`src/rtl/dmem_arbiter.sv`:
```
// Two-core data-memory port arbiter: round-robin between cores when idle, with an
// optional bounded lock so one core can hold the port for read-modify-write sequences.
module dmem_arbiter #(
    parameter int ADDR_W   = 32,
    parameter int DATA_W   = 32,
    parameter int LOCK_MAX = 15
) (
    input  logic              Clk,
    input  logic              Rst_n,
    input  logic              C0_Req,
    input  logic              C0_Write,
    input  logic              C0_Lock,
    input  logic [ADDR_W-1:0] C0_Address,
    input  logic [DATA_W-1:0] C0_WriteData,
    input  logic              C1_Req,
    input  logic              C1_Write,
    input  logic              C1_Lock,
    input  logic [ADDR_W-1:0] C1_Address,
    input  logic [DATA_W-1:0] C1_WriteData,
    output logic              C0_Stall,
    output logic              C1_Stall,
    output logic [DATA_W-1:0] C0_ReadData,
    output logic [DATA_W-1:0] C1_ReadData,
    output logic              C0_ReadValid,
    output logic              C1_ReadValid,
    output logic [ADDR_W-1:0] Mem_Address,
    output logic [DATA_W-1:0] Mem_WriteData,
    output logic              Mem_MemWrite,
    output logic              Mem_MemRead,
    input  logic [DATA_W-1:0] Mem_ReadData
);

    localparam int CNT_W = (LOCK_MAX > 1) ? $clog2(LOCK_MAX) : 1;
    localparam logic [CNT_W-1:0] CNT_LAST = CNT_W'(LOCK_MAX - 1);

    typedef enum logic [1:0] {IDLE, OWN0, OWN1} state_t;

    state_t           state, state_nxt;
    logic             prio, prio_nxt;
    logic [CNT_W-1:0] cnt, cnt_nxt;
    logic             grant0, grant1;
    logic             rd_vld0_p1, rd_vld1_p1;
    logic [DATA_W-1:0] rd_hold0_p1, rd_hold1_p1;

    always_ff @(posedge Clk or negedge Rst_n) begin
        if (!Rst_n) begin
            state <= IDLE;
            prio  <= 1'b0;
            cnt   <= '0;
        end else begin
            state <= state_nxt;
            prio  <= prio_nxt;
            cnt   <= cnt_nxt;
        end
    end

    always_comb begin
        state_nxt = state;
        prio_nxt  = prio;
        cnt_nxt   = cnt;
        case (state)
            IDLE: begin
                if (C0_Req && C1_Req && Rst_n) prio_nxt = grant0;
                if (grant0 && C0_Lock) begin
                    state_nxt = OWN0;
                    cnt_nxt   = '0;
                end else if (grant1 && C1_Lock) begin
                    state_nxt = OWN1;
                    cnt_nxt   = '0;
                end
            end
            OWN0: begin
                cnt_nxt = cnt + 1'b1;
                if (!C0_Lock) begin
                    state_nxt = IDLE;
                end else if (cnt == CNT_LAST) begin
                    state_nxt = IDLE;
                    prio_nxt  = 1'b1;
                end
            end
            OWN1: begin
                cnt_nxt = cnt + 1'b1;
                if (!C1_Lock) begin
                    state_nxt = IDLE;
                end else if (cnt == CNT_LAST) begin
                    state_nxt = IDLE;
                    prio_nxt  = 1'b0;
                end
            end
            default: state_nxt = IDLE;
        endcase
    end

    // Grants are gated by Rst_n so the memory port goes quiet the instant reset asserts.
    always_comb begin
        grant0        = 1'b0;
        grant1        = 1'b0;
        Mem_Address   = '0;
        Mem_WriteData = '0;
        Mem_MemWrite  = 1'b0;
        Mem_MemRead   = 1'b0;
        if (Rst_n) begin
            case (state)
                IDLE: begin
                    if (C0_Req && C1_Req) begin
                        grant0 = ~prio;
                        grant1 = prio;
                    end else begin
                        grant0 = C0_Req;
                        grant1 = C1_Req;
                    end
                end
                OWN0:    grant0 = C0_Req;
                OWN1:    grant1 = C1_Req;
                default: ;
            endcase
        end
        if (grant0) begin
            Mem_Address   = C0_Address;
            Mem_WriteData = C0_WriteData;
            Mem_MemWrite  = C0_Write;
            Mem_MemRead   = ~C0_Write;
        end else if (grant1) begin
            Mem_Address   = C1_Address;
            Mem_WriteData = C1_WriteData;
            Mem_MemWrite  = C1_Write;
            Mem_MemRead   = ~C1_Write;
        end
    end

    assign C0_Stall = C0_Req & ~grant0;
    assign C1_Stall = C1_Req & ~grant1;

    // Stage p1: memory returns load data the cycle after the access.
    always_ff @(posedge Clk or negedge Rst_n) begin
        if (!Rst_n) begin
            rd_vld0_p1  <= 1'b0;
            rd_vld1_p1  <= 1'b0;
            rd_hold0_p1 <= '0;
            rd_hold1_p1 <= '0;
        end else begin
            rd_vld0_p1 <= grant0 & ~C0_Write;
            rd_vld1_p1 <= grant1 & ~C1_Write;
            if (rd_vld0_p1) rd_hold0_p1 <= Mem_ReadData;
            if (rd_vld1_p1) rd_hold1_p1 <= Mem_ReadData;
        end
    end

    assign C0_ReadValid = rd_vld0_p1;
    assign C1_ReadValid = rd_vld1_p1;
    assign C0_ReadData  = rd_vld0_p1 ? Mem_ReadData : rd_hold0_p1;
    assign C1_ReadData  = rd_vld1_p1 ? Mem_ReadData : rd_hold1_p1;

endmodule

```
`config.mk`:
```
export PLATFORM = sky130hd
export DESIGN_NAME = dmem_arbiter
export DESIGN_NICKNAME = d
export VERILOG_FILES = /design/src/rtl/dmem_arbiter.sv
export SDC_FILE = /design/constraint.sdc
export NUM_CORES = 1
export LEC_CHECK = 0
export BUFFER_PORTS_ARGS = -buffer_cell sky130_fd_sc_hd__buf_4
export CAP_MARGIN = 15
export CORE_AREA = 2 2 117 119
export CTS_CLUSTER_DIAMETER = 40
export CTS_CLUSTER_SIZE = 8
export DETAILED_ROUTE_END_ITERATION = 7
export DIE_AREA = 0 0 119 121
export PLACE_DENSITY = 0.66
export REMOVE_ABC_BUFFERS = 1
export SLEW_MARGIN = 20
export SYNTH_ARGS = -nofsm -noshare
export SYNTH_HDL_FRONTEND = slang
export SYNTH_SLANG_ARGS = --single-unit
```
`constraint.sdc`:
```
create_clock -name Clk -period 2.2 [get_ports Clk]
set_input_delay 0.66 -clock Clk [delete_from_list [all_inputs] [get_ports Clk]]
set_output_delay 0.66 -clock Clk [all_outputs]
set_load 0.01 [all_outputs]
```
# Word-level counts from Yosys, hierarchy flattened
# Index checks and enable logic that the tools add are counted.
# word_totals
ff_bits,73
word_cells,67
inputBits,168
out_inout_bits,134
# op_classes
eq_ne,9
addsub,1
reduce_logical,10
bitwise,9
n_mux,31
# ops
op,count
32-bit 2-to-1 mux,6
1-bit 2-to-1 mux,13
2-bit 2-to-1 mux,5
"2-bit inequality test, second input constant",5
4-bit 2-to-1 mux,2
4-bit one-hot mux with 2 select lines,1
2-bit one-hot mux with 3 select lines,1
6-bit AND reduction,1
1-bit NOT,5
"4-bit by 1-bit adder with 4-bit output, second input constant",1
1-bit AND,4
"4-bit equality test, second input constant",1
1-bit logical AND,4
1-bit one-hot mux with 2 select lines,2
"3-bit inequality test, second input constant",1
1-bit one-hot mux with 3 select lines,1
3-bit nonzero test,1
"2-bit by 1-bit equality test with 1-bit output, second input constant",1
"2-bit equality test, second input constant",1
2-bit logical NOT,1
2-bit AND reduction,1
2-bit nonzero test,1
2-bit OR reduction,1

# Depth between registers and ports, before layout
# Gate-level depths: netlist of run 1.
# logic_depth
word_depth,8
ltp_mapped,9
ltp_nobuf,6

# Worst setup path before layout of run 1
# No wires, ideal clock.
# synth_path
kind,flip-flop to output port
startpoint,register state[0]
endpoint,output port Mem_Address[10]
path_buffers,3
required_ns,1.540
slack_ns,-0.183
arrival_ns,1.723
path_stages_with_launch,10
path_cell_list,dfrtp_1 -> inv_1 -> ha_1 -> o211ai_1 -> or2_1 -> buf_2 -> buf_6 -> buf_6 -> nand2_1 -> o21ai_0
# synth_between
elab_chain_len,5
word_cells_on_any_way,9
cone_classes,eq/ne (2); mux (6); reduce/logical (1)
# synth_rtl
element,line_no,rtl
"start, declared",38,"state_t state, state_nxt;"
"start signal, assigned",51,state <= state_nxt;
2-bit equality test or 2-bit logical NOT (tied branches),103,case (state)
1-bit one-hot mux with 2 select lines,103,
1-bit 2-to-1 mux,102,if (Rst_n) begin
32-bit 2-to-1 mux,123,end else if (grant1) begin
32-bit 2-to-1 mux (*),118,if (grant0) begin
"end, declared",26,"output logic [ADDR_W-1:0] Mem_Address,"
# Every way passes the cells marked *; elsewhere a longest branch is shown, timed or not.

# Final worst setup path of run 1
# layout_path
startpoint,register state[1]
endpoint,output port Mem_WriteData[24]
# layout_between
elab_chain_len,5
word_cells_on_any_way,9
cone_classes,eq/ne (2); mux (6); reduce/logical (1)
# layout_rtl
element,line_no,rtl
2-bit equality test or 2-bit logical NOT (tied branches),103,
1-bit one-hot mux with 2 select lines,103,
1-bit 2-to-1 mux,102,
32-bit 2-to-1 mux,123,
32-bit 2-to-1 mux (*),118,
"end, declared",27,"output logic [DATA_W-1:0] Mem_WriteData,"
# Marks and branches as above.

==> impl_metrics.env, run 1 <==
export IMPL_status="finished, violations left"
export IMPL_failed_checks="negative setup slack"
export IMPL_syn_inst=418
export IMPL_arrival_ns=2.13
export IMPL_hold_viol=0
export IMPL_fin_setup_tns_ns=-34.46
export IMPL_period_minus_slack_ns=2.791
export IMPL_area_growth_pct=87.31
export IMPL_drtIter0Drc=207
export IMPL_cts_sinks=73
export IMPL_fin_util_pct=56.02
export IMPL_async_flop_share_pct=100.0
export IMPL_synth_top_family_by_area="multiplexers"
export IMPL_drive_above_1_share_pct=62.60
export IMPL_row_count=42
export IMPL_ant_nets=0
export IMPL_routed_wl_mm=16.57
export IMPL_die_area_um2=14400
export IMPL_muxShareOfSynthArea_pct=18.70
export IMPL_grt_pass1_vias=4420
export IMPL_insertion_delay_ns=0.33
export IMPL_final_area_um2=7331
export IMPL_relSlewSlack_pct=51.34
export IMPL_grt_max_degree=61
export IMPL_ys_seq_area_share_pct=46.68
export IMPL_fin_skew_ns=0.008060
export IMPL_cap_violations=0
export IMPL_antenna_found_initial=2
export IMPL_drc=0
export IMPL_crit_slowest_cell="dfrtp_1"
export IMPL_port_buffers=301
export IMPL_critical_path_class="reg2out"
export IMPL_setup_ws_ns=-0.5915
export IMPL_dieHeight_um=121
export IMPL_crit_path_end_kind="primary output"
export IMPL_clockBufferDepth=2
export IMPL_ys_warnings_count=0
export IMPL_synth_area_um2=3914
export IMPL_core_area_um2=13090
export IMPL_power_per_cell_area_nw_per_um2=1174
export IMPL_critical_path_required_ns=1.54
export IMPL_avgSynthCellArea_um2=9.363
export IMPL_place_congestion=0.8775
export IMPL_rsz0062_at_grt="yes"
export IMPL_report_final_slew_viol_count=0
export IMPL_crit_path_frequent_cell="buf_12"
export IMPL_via_per_inst=4.720
export IMPL_critPathMaxFanout=8
export IMPL_numCtsBuffers=9
export IMPL_synthAdderAreaFrac_pct=1.918
export IMPL_hold_buffers=0
export IMPL_yosys_most_used_dff="dfrtp_1"
export IMPL_p_leak_nw=3.697
export IMPL_hp_class="in2async"
export IMPL_num_io_pins=302
export IMPL_setup_violations=68
export IMPL_clkTransAtPathRegs_ns=0.06
export IMPL_synth_compound_area_share_pct=12.08
export IMPL_num_vias=4361
export IMPL_dpl_hpwl_mm=12.38
export IMPL_nNetsFinal=915
export IMPL_critPathLaunchType="register"
export IMPL_die_w_um=119
export IMPL_cts_tree="built"
export IMPL_clock_fmax_mhz=358.2
export IMPL_ctsRootBufferMaster="clkbuf_16"
export IMPL_wl_per_cell_um=17.93
export IMPL_ys_ff_latch=73
export IMPL_gr_usage_all_layers_pct=21.83
export IMPL_synthSimpleGateAreaFrac_pct=16.11
export IMPL_first_pass_iters=4
export IMPL_vdd_drop_max_mv=0.4428
export IMPL_total_power_mw=8.603
export IMPL_synth_edf_count=0
export IMPL_overflow=0
export IMPL_initial_core_util_pct=29.91
export IMPL_h_tree_depth=3
export IMPL_finalCritPeriodShare_pct=126.9
export IMPL_tightest_slew_ns=0.7299
export IMPL_worstPathCellList="inv_2 > ha_4 > and3b_2 > or2_4 > buf_12 > buf_12 > buf_16 > nand2_1 > o21ai_2 > buf_4"
export IMPL_synth_cell_type_count=35
export IMPL_place_area_um2=6487
export IMPL_synth_xor_xnor_area_share_pct=0
export IMPL_critical_path_max_stage_delay_ns=0.39
export IMPL_grt_pass1_wl_mm=24.37
## where the power goes
group	internal [mW]	total (mW)	switching, mW
clock	0.784	1.37	0.589
combinational	2.71	5.05	2.34
sequential	1.98	2.18	0.203
total	5.47	8.60	3.13
## state kept, by name, summed over array words and instances, names as in the netlist
signal        count
C1_ReadValid      1
state             2
C0_ReadValid      1
rd_hold1_p1      32
rd_hold0_p1      32
prio              1
cnt               4
## path summary, 6_finish.rpt
| check | slack [ns] | to | cells past startpoint | startpoint |
|---|---|---|---|---|
| worst max-delay path | -0.59 | Mem_WriteData[24] | 10 | state[1]$_DFFE_PN0P_ |
| worst min register to register | 0.50 | rd_hold0_p1[17]$_DFF_PN0_ | 1 | rd_hold0_p1[17]$_DFF_PN0_ |
| min in group Clk | 0.50 | rd_hold0_p1[17]$_DFF_PN0_ | 1 | rd_hold0_p1[17]$_DFF_PN0_ |
| worst min-delay path | 0.39 | prio$_DFFE_PN0P_ | 3 | Rst_n |
| max in group asynchronous | 0.82 | rd_hold0_p1[24]$_DFF_PN0_ | 4 | Rst_n |
| worst max register to register | 0.11 | prio$_DFFE_PN0P_ | 8 | state[1]$_DFFE_PN0P_ |
## metal layers
metal  GRT usage, %  share of wire, %
met3          7.848               9.5
met4          6.771               2.0
met1          24.10                37
met5              0                 0
met2          39.19                52
## stage by stage
stage,setup slack [ns],cells,hold WS [ns]
after floorplan,-1.735,388,0.3644
after global placement,-0.4098,888,0.4802
after detailed placement,-0.4651,888,0.4851
after CTS,-0.5899,916,0.3833
after global routing,-0.6559,922,0.3965
final,-0.5915,924,0.3918
## layout make-up
type                            count  area (um2)
Multi-Input combinational cell    309        2085
Inverter                            6       22.52
Sequential cell                    73        1828
Timing Repair Buffer              342        2883
Fill cell                        1148        5754
Antenna cell                        2       5.005
Tap cell                          176       220.2
Clock inverter                      7       62.56
Clock buffer                        9       225.2
## cells in the final DEF (no fill, tap or decap), drive strengths merged, types with 2 or more instances in the layout
master,count
buf,338
nor3b,2
bufbuf,2
and2,2
mux2,65
dfrtp,73
diode,2
nand2,135
a221o,2
inv,9
clkbuf,11
a22o,2
clkinv,3
o2bb2ai,2
o21ai,67
and3b,2
nand3,5
ha,6
nor2,3
nand2b,2
## worst max-delay path, delay by kind of cell, from the launching register on
kind | cells | cell delay (ns)
AO/OA/AOI/OAI | 1 | 0.06
adder cells (fa/ha/maj) | 1 | 0.14
buffers and inverters | 5 | 0.66
flip-flops | 1 | 0.39
AND/OR/NAND/NOR | 3 | 0.56
## synth_stat cells, types with 3 or more instances
library cell / count / area, um2
buf_1: 6 / 22.52
ha_1: 6 / 75.07
mux2_2: 65 / 732.0
o21ai_0: 62 / 310.3
dfrtp_1: 73 / 1827
buf_2: 9 / 45.04
o21ai_1: 4 / 20.02
inv_1: 6 / 22.52
nor2_1: 3 / 11.26
clkbuf_1: 11 / 41.29
nand3_1: 5 / 25.02
buf_6: 4 / 45.04
nand2_1: 135 / 506.7
## kinds of logic (layout without fill, tap and decap cells)
kind of cell | after synthesis | after routing
simple gates | 156 | 156
flops | 73 | 73
fa+ha+maj | 6 | 6
mux | 65 | 65
compound gates | 82 | 82
other cells | 0 | 2
buf+inv | 36 | 364
## timing repair
item / 4_1_cts / 5_1_grt
setup endpoints to repair: 68 / 68
pin swaps: 9 / 6
resized for setup: 90 / 32
gates cloned: 6 / 4
buffers inserted: 7 / 2
(Power assumes the default switching activity.)
==> run 2: changes to the inputs <==
--- a/config.mk
+++ b/config.mk
@@ -5,13 +5,14 @@
 export SDC_FILE = /design/constraint.sdc
 export NUM_CORES = 1
 export LEC_CHECK = 0
+export ABC_AREA = 1
 export BUFFER_PORTS_ARGS = -buffer_cell sky130_fd_sc_hd__buf_4
 export CAP_MARGIN = 15
-export CORE_AREA = 2 2 117 119
+export CORE_AREA = 2 2 118 120
 export CTS_CLUSTER_DIAMETER = 40
 export CTS_CLUSTER_SIZE = 8
 export DETAILED_ROUTE_END_ITERATION = 7
-export DIE_AREA = 0 0 119 121
+export DIE_AREA = 0 0 120 122
 export PLACE_DENSITY = 0.66
 export REMOVE_ABC_BUFFERS = 1
 export SLEW_MARGIN = 20
==> impl_metrics.env, run 2 <==
export IMPL_status="finished, violations left"
export IMPL_setup_violations=68
export IMPL_dp_cells=924
export IMPL_rsz0062_at_grt="yes"
export IMPL_ys_ff_latch=73
export IMPL_row_count=43
export IMPL_routed_wl_mm=16.01
export IMPL_place_congestion=0.9042
export IMPL_clkTransAtPathRegs_ns=0.06
export IMPL_die_w_um=120
export IMPL_grt_pass1_wl_mm=23.29
export IMPL_dieHeight_um=122
export IMPL_wl_per_cell_um=16.79
export IMPL_synth_area_um2=4033
export IMPL_total_power_mw=8.258
export IMPL_arrival_ns=1.87
export IMPL_cts_sinks=73
export IMPL_avgSynthCellArea_um2=9.001
export IMPL_async_flop_share_pct=100.0
export IMPL_tightest_slew_ns=0.8967
export IMPL_ys_seq_area_share_pct=45.30
export IMPL_port_buffers=301
export IMPL_area_growth_pct=80.64
export IMPL_numCtsBuffers=9
export IMPL_p_leak_nw=3.881
export IMPL_crit_path_frequent_cell="buf_12"
export IMPL_critical_path_required_ns=1.54
export IMPL_r2r_end="cnt[0]$_DFFE_PN0P_"
export IMPL_crit_family="buffers and inverters"
export IMPL_hp_class="reg2reg"
export IMPL_ys_top_cells_by_area="dfrtp_1 45%, mux2_2 17%, nand2_1 15%, nand3_1 9.2%, buf_6 2.2%"
export IMPL_diodes=0
export IMPL_ff2ff_path_depth=9
export IMPL_clock_fmax_mhz=395.2
export IMPL_clockBufferDepth=2
export IMPL_relSlewSlack_pct=40.22
export IMPL_whs_endpoint="rd_hold0_p1[9]$_DFF_PN0_"
export IMPL_crit_path_end_kind="primary output"
export IMPL_critical_path_max_stage_delay_ns=0.41
export IMPL_fin_skew_ns=0.004471
export IMPL_ys_top_cells_by_count="157 x nand2_1, 74 x nand3_1, 73 x dfrtp_1, 60 x mux2_2"
export IMPL_vdd_drop_max_mv=0.3653
export IMPL_drtIter0Drc=264
export IMPL_dpl_hpwl_mm=12.43
export IMPL_h_tree_depth=3
export IMPL_report_final_slew_viol_count=0
export IMPL_insertion_delay_ns=0.33
export IMPL_final_cell_mix="311 x buf_4, 151 x nand2_1, 72 x dfrtp_1"
export IMPL_synth_top_area_share_pct=45.30
export IMPL_setup_ws_ns=-0.3301
export IMPL_antenna_found_initial=0
export IMPL_drive_above_1_share_pct=57.75
export IMPL_gr_usage_all_layers_pct=20.56
export IMPL_r2r_slack_ns=0.52
export IMPL_synth_top_area_cell="dfrtp_1"
export IMPL_nNetsFinal=944
export IMPL_die_area_um2=14640
export IMPL_first_pass_iters=5
export IMPL_failed_checks="negative setup slack"
export IMPL_grt_pass1_vias=4523
export IMPL_via_per_inst=4.683
export IMPL_ys_warnings_count=0
export IMPL_overflow=0
export IMPL_syn_inst=448
export IMPL_worstPathCellList="inv_2 > ha_4 > nand2_4 > a21oi_4 > buf_12 > buf_12 > nand2_1 > a21oi_1 > buf_4"
export IMPL_fin_cells=954
export IMPL_worstHoldStart="rd_hold0_p1[9]$_DFF_PN0_"
export IMPL_synth_most_common_cell="nand2_1"
export IMPL_ant_nets=0
export IMPL_ctsRootBufferMaster="clkbuf_16"
export IMPL_power_per_cell_area_nw_per_um2=1134
export IMPL_critPathLaunchType="register"
export IMPL_hold_depth=1
export IMPL_num_vias=4468
export IMPL_num_io_pins=302
export IMPL_top_regs="rd_hold0_p1 x32, rd_hold1_p1 x32, cnt x4"
export IMPL_hold_viol=0
export IMPL_crit_slowest_cell="dfrtp_1"
export IMPL_synth_cell_type_count=25
export IMPL_cap_violations=0
export IMPL_rr_startpoint="state[0]$_DFFE_PN0P_"
export IMPL_cts_tree="built"
export IMPL_yosys_most_used_dff="dfrtp_1"
export IMPL_drc=0
export IMPL_fin_util_pct=53.94
export IMPL_fillers=1218
export IMPL_critPathMaxFanout=21
export IMPL_grt_max_degree=74
export IMPL_core_area_um2=13500
export IMPL_critical_path_class="reg2out"
export IMPL_mostFrequentLayoutCell="buf_4"
export IMPL_period_minus_slack_ns=2.530
export IMPL_cp_num_buf_inv=4
export IMPL_synth_edf_count=0
export IMPL_initial_core_util_pct=29.86
export IMPL_finalCritPeriodShare_pct=115.0
## run 2: cell types whose count changed after synthesis, sizes merged, moves of 9 or more
cell | before | now
buf | 19 | 28
clkbuf | 11 | 2
inv | 6 | 18
nand2 | 135 | 160
nand3 | 5 | 76
o21ai | 67 | 5
## run 2: worst register-to-register path: stages (launching register included)
cell     delay (ns)
dfrtp_1        0.39
inv_2          0.08
ha_4           0.18
buf_4          0.13
buf_4          0.13
buf_4          0.15
or2_2          0.27
nand2_1        0.15
nand2_1        0.08
nand2_1        0.06
## run 2: final cells by class
type,count,area [um2],share of cell area [%]
tap,180,225.2,3.092
multi-input combinational,327,2011,27.60
timing repair buffer,341,2855,39.20
clock buffer,12,266.5,3.659
clock inverter,3,23.77,0.3263
sequential,73,1828,25.09
inverter,18,75.07,1.031
## run 2: cell families (layout without fill, tap and decap cells)
logic type                 after synthesis  in the layout  synth area share, %
muxes                                   64             64                17.87
adders and majority gates                6              6                1.862
DFF                                     73             73                45.30
buffers and inverters                   48            374                6.950
AOI/OAI and AO/OA                        9              9                1.520
xor gates and xnor gates                 2              2               0.4345
and+or+nand+nor                        246            246                26.06
## run 2: repair_timing
action	in CTS	in global routing
pin swaps	2	3
hold buffers	0	0
buffers inserted	7	3
endpoints found under the setup margin	68	72
endpoints found under the hold margin	0	0
resized for setup	33	16
gates cloned	3	4
## run 2: routing by layer
metal  routed length, um  share of wire [%]  GRT usage [%]  vias up
li1                    -                  -              -     2109
met2                8117                 51          35.05      235
met4                 495                3.1          10.59        0
met3                1587                9.9          6.086       39
met1                5813                 36          23.38     2085
met5                   0                  0              0        -
## run 2: stage by stage
step | hold WS, ns | TNS [ns] | worst slack, ns | cell area (um2)
floorplan | 0.3644 | -39.49 | -0.5987 | 3820
global placement | 0.4681 | -8.137 | -0.1926 | 6580
detailed placement | 0.4820 | -8.935 | -0.2104 | 6580
CTS | 0.4965 | -19.56 | -0.3274 | 7137
global route | 0.5030 | -25.21 | -0.4090 | 7284
finish | 0.4901 | -18.98 | -0.3301 | 7284
## run 2: worst max path at each step
stage | start | end | slack (ns) | cells after the start
3_3_place_gp | C0_Req | Mem_Address[10] | -0.19 | 9
6_report | state[0]$_DFFE_PN0P_ | Mem_MemWrite | -0.33 | 9
4_1_cts | state[0]$_DFFE_PN0P_ | Mem_MemWrite | -0.33 | 9
3_5_place_dp | C0_Req | Mem_Address[10] | -0.21 | 9
5_1_grt | state[0]$_DFFE_PN0P_ | Mem_Address[29] | -0.41 | 9
2_1_floorplan | state[0]$_DFFE_PN0P_ | Mem_MemRead | -0.60 | 8
## run 2: power breakdown
part	switching [mW]	internal [mW]	total (mW)
clock network	0.523	0.852	1.38
registers	0.187	1.98	2.16
logic	2.22	2.50	4.72
total	2.93	5.33	8.26
==> run 3: changes to the inputs <==
--- a/config.mk
+++ b/config.mk
@@ -8,12 +8,12 @@
 export ABC_AREA = 1
 export BUFFER_PORTS_ARGS = -buffer_cell sky130_fd_sc_hd__buf_4
 export CAP_MARGIN = 15
-export CORE_AREA = 2 2 118 120
+export CORE_AREA = 5 5 114 116
 export CTS_CLUSTER_DIAMETER = 40
 export CTS_CLUSTER_SIZE = 8
 export DETAILED_ROUTE_END_ITERATION = 7
-export DIE_AREA = 0 0 120 122
-export PLACE_DENSITY = 0.66
+export DIE_AREA = 0 0 119 121
+export PLACE_DENSITY = 0.73
 export REMOVE_ABC_BUFFERS = 1
 export SLEW_MARGIN = 20
 export SYNTH_ARGS = -nofsm -noshare
==> impl_metrics.env, run 3 (synthesis gave the netlist of run 2 again) <==
export IMPL_status="finished, violations left"
export IMPL_failed_checks="negative setup slack"
export IMPL_crit_slowest_cell="dfrtp_1"
export IMPL_crit_family="buffers and inverters"
export IMPL_area_growth_pct=87.09
export IMPL_setup_violations=68
export IMPL_initial_core_util_pct=34.14
export IMPL_critical_path_required_ns=1.54
export IMPL_relSlewSlack_pct=39.60
export IMPL_fin_skew_ns=0.003511
export IMPL_row_count=40
export IMPL_dpl_hpwl_mm=12.93
export IMPL_hold_viol=0
export IMPL_h_tree_depth=3
export IMPL_place_congestion=0.9335
export IMPL_mostFrequentLayoutCell="buf_4"
export IMPL_cts_sinks=73
export IMPL_power_per_cell_area_nw_per_um2=1143
export IMPL_grt_max_degree=74
export IMPL_antenna_found_initial=0
export IMPL_critical_path_max_stage_delay_ns=0.39
export IMPL_fin_util_pct=63.88
export IMPL_cp_num_buf_inv=5
export IMPL_crit_path_end_kind="primary output"
export IMPL_r2r_end="cnt[0]$_DFFE_PN0P_"
export IMPL_num_vias=4550
export IMPL_final_cell_mix="298 x buf_4, 138 x nand2_1, 72 x dfrtp_1"
export IMPL_diodes=0
export IMPL_clockBufferDepth=2
export IMPL_swShare_pct=35.58
export IMPL_critical_path_class="reg2out"
export IMPL_fillers=954
export IMPL_pwr_share_comb_pct=58.9
export IMPL_nNetsFinal=951
export IMPL_dp_cells=893
export IMPL_grt_pass1_wl_mm=25.94
export IMPL_setup_ws_ns=-0.4251
export IMPL_core_area_um2=11810
export IMPL_dieHeight_um=121
export IMPL_clock_fmax_mhz=380.9
export IMPL_numCtsBuffers=9
export IMPL_hold_buffers=0
export IMPL_die_area_um2=14400
export IMPL_hold_depth=1
export IMPL_drc=0
export IMPL_rr_startpoint="state[0]$_DFFE_PN0P_"
export IMPL_clkTransAtPathRegs_ns=0.05
export IMPL_drtIter0Drc=322
export IMPL_cap_violations=0
export IMPL_r2r_slack_ns=0.44
export IMPL_whs_endpoint="rd_hold0_p1[8]$_DFF_PN0_"
export IMPL_clkPwrFrac_pct=16.0
export IMPL_ff2ff_path_depth=12
export IMPL_finalCritPeriodShare_pct=119.3
export IMPL_fin_cells=927
export IMPL_first_pass_iters=4
export IMPL_p_leak_nw=3.953
export IMPL_tightest_slew_ns=0.9059
export IMPL_p_int_mw=5.555
export IMPL_gr_usage_all_layers_pct=23.08
export IMPL_ctsRootBufferMaster="clkbuf_16"
export IMPL_vdd_drop_max_mv=0.4082
export IMPL_crit_cells=11
export IMPL_ant_nets=0
export IMPL_grt_pass1_vias=4834
export IMPL_period_minus_slack_ns=2.625
export IMPL_overflow=0
export IMPL_worstPathCellList="inv_2 > ha_4 > buf_6 > nand2_4 > nand2_4 > nand2_8 > buf_12 > buf_16 > nand3_1 > nand2_1 > buf_6"
export IMPL_critPathLaunchType="register"
export IMPL_switchingPower_mw=3.069
export IMPL_hp_class="reg2reg"
export IMPL_rsz0062_at_grt="yes"
export IMPL_routed_wl_mm=17.73
export IMPL_die_w_um=119
export IMPL_wl_per_cell_um=19.13
export IMPL_insertion_delay_ns=0.32
export IMPL_cts_tree="built"
export IMPL_port_buffers=301
export IMPL_num_io_pins=302
export IMPL_arrival_ns=1.97
export IMPL_drive_above_1_share_pct=61.41
export IMPL_place_worst_setup_slack_ns=-0.2518
export IMPL_via_per_inst=4.908
export IMPL_worstHoldStart="rd_hold0_p1[8]$_DFF_PN0_"
export IMPL_total_power_mw=8.624
export IMPL_report_final_slew_viol_count=0
export IMPL_pwr_share_seq_pct=25.1
export IMPL_top_regs="rd_hold0_p1 x32, rd_hold1_p1 x32, cnt x4"
export IMPL_critPathMaxFanout=5
-- run 3: final cells by class --
class	count	area, um2	share of cell area [%]
Timing Repair Buffer	348	3008	39.87
Clock buffer	11	242.7	3.217
Clock inverter	3	42.54	0.5638
Multi-Input combinational cell	327	2162	28.66
Tap cell	147	183.9	2.438
Sequential cell	73	1828	24.23
Inverter	18	77.57	1.028
-- run 3: timing repair --
action,CTS,global route
pin swaps,21,10
buffers inserted,13,1
gates cloned,6,2
hold endpoints to repair,0,0
gates resized for setup,86,23
setup endpoints to repair,68,69
-- run 3: stage by stage --
step | hold slack, ns | area [um2] | TNS, ns
detailed placement | 0.4708 | 6554 | -11.11
finish | 0.4806 | 7545 | -22.88
CTS | 0.4831 | 7423 | -22.31
global placement | 0.4690 | 6554 | -8.921
floorplan | 0.3644 | 3820 | -39.49
global route | 0.4911 | 7545 | -29.32
-- run 3: how the worst max path moves through the flow --
stage	from	slack [ns]	to
after global routing	state[0]$_DFFE_PN0P_	-0.51	Mem_Address[9]
after global placement	C0_Req	-0.20	Mem_Address[21]
after floorplan	state[0]$_DFFE_PN0P_	-0.60	Mem_MemRead
after detailed placement	C0_Req	-0.25	Mem_Address[21]
after CTS	state[0]$_DFFE_PN0P_	-0.37	Mem_Address[8]
final	state[0]$_DFFE_PN0P_	-0.43	Mem_Address[9]
-- run 3: power by group through the flow --
stage / Combinational (mW) / Sequential (mW) / Clock [mW]
finish: 5.08 / 2.16 / 1.38
global route: 5.42 / 2.23 / 1.49
CTS: 5.00 / 2.17 / 1.43
detailed placement: 4.35 / 2.19 / 0
global placement: 4.26 / 2.14 / 0
floorplan: 2.00 / 2.16 / 0
-- run 3: per-layer routing --
layer / up-vias / GRT usage (%) / share of wire, %
met2: 253 / 41.15 / 52
met5: - / 0 / 0
met4: 0 / 12.67 / 4.8
li1: 2131 / - / -
met1: 2110 / 24.26 / 34
met3: 56 / 6.993 / 8.6
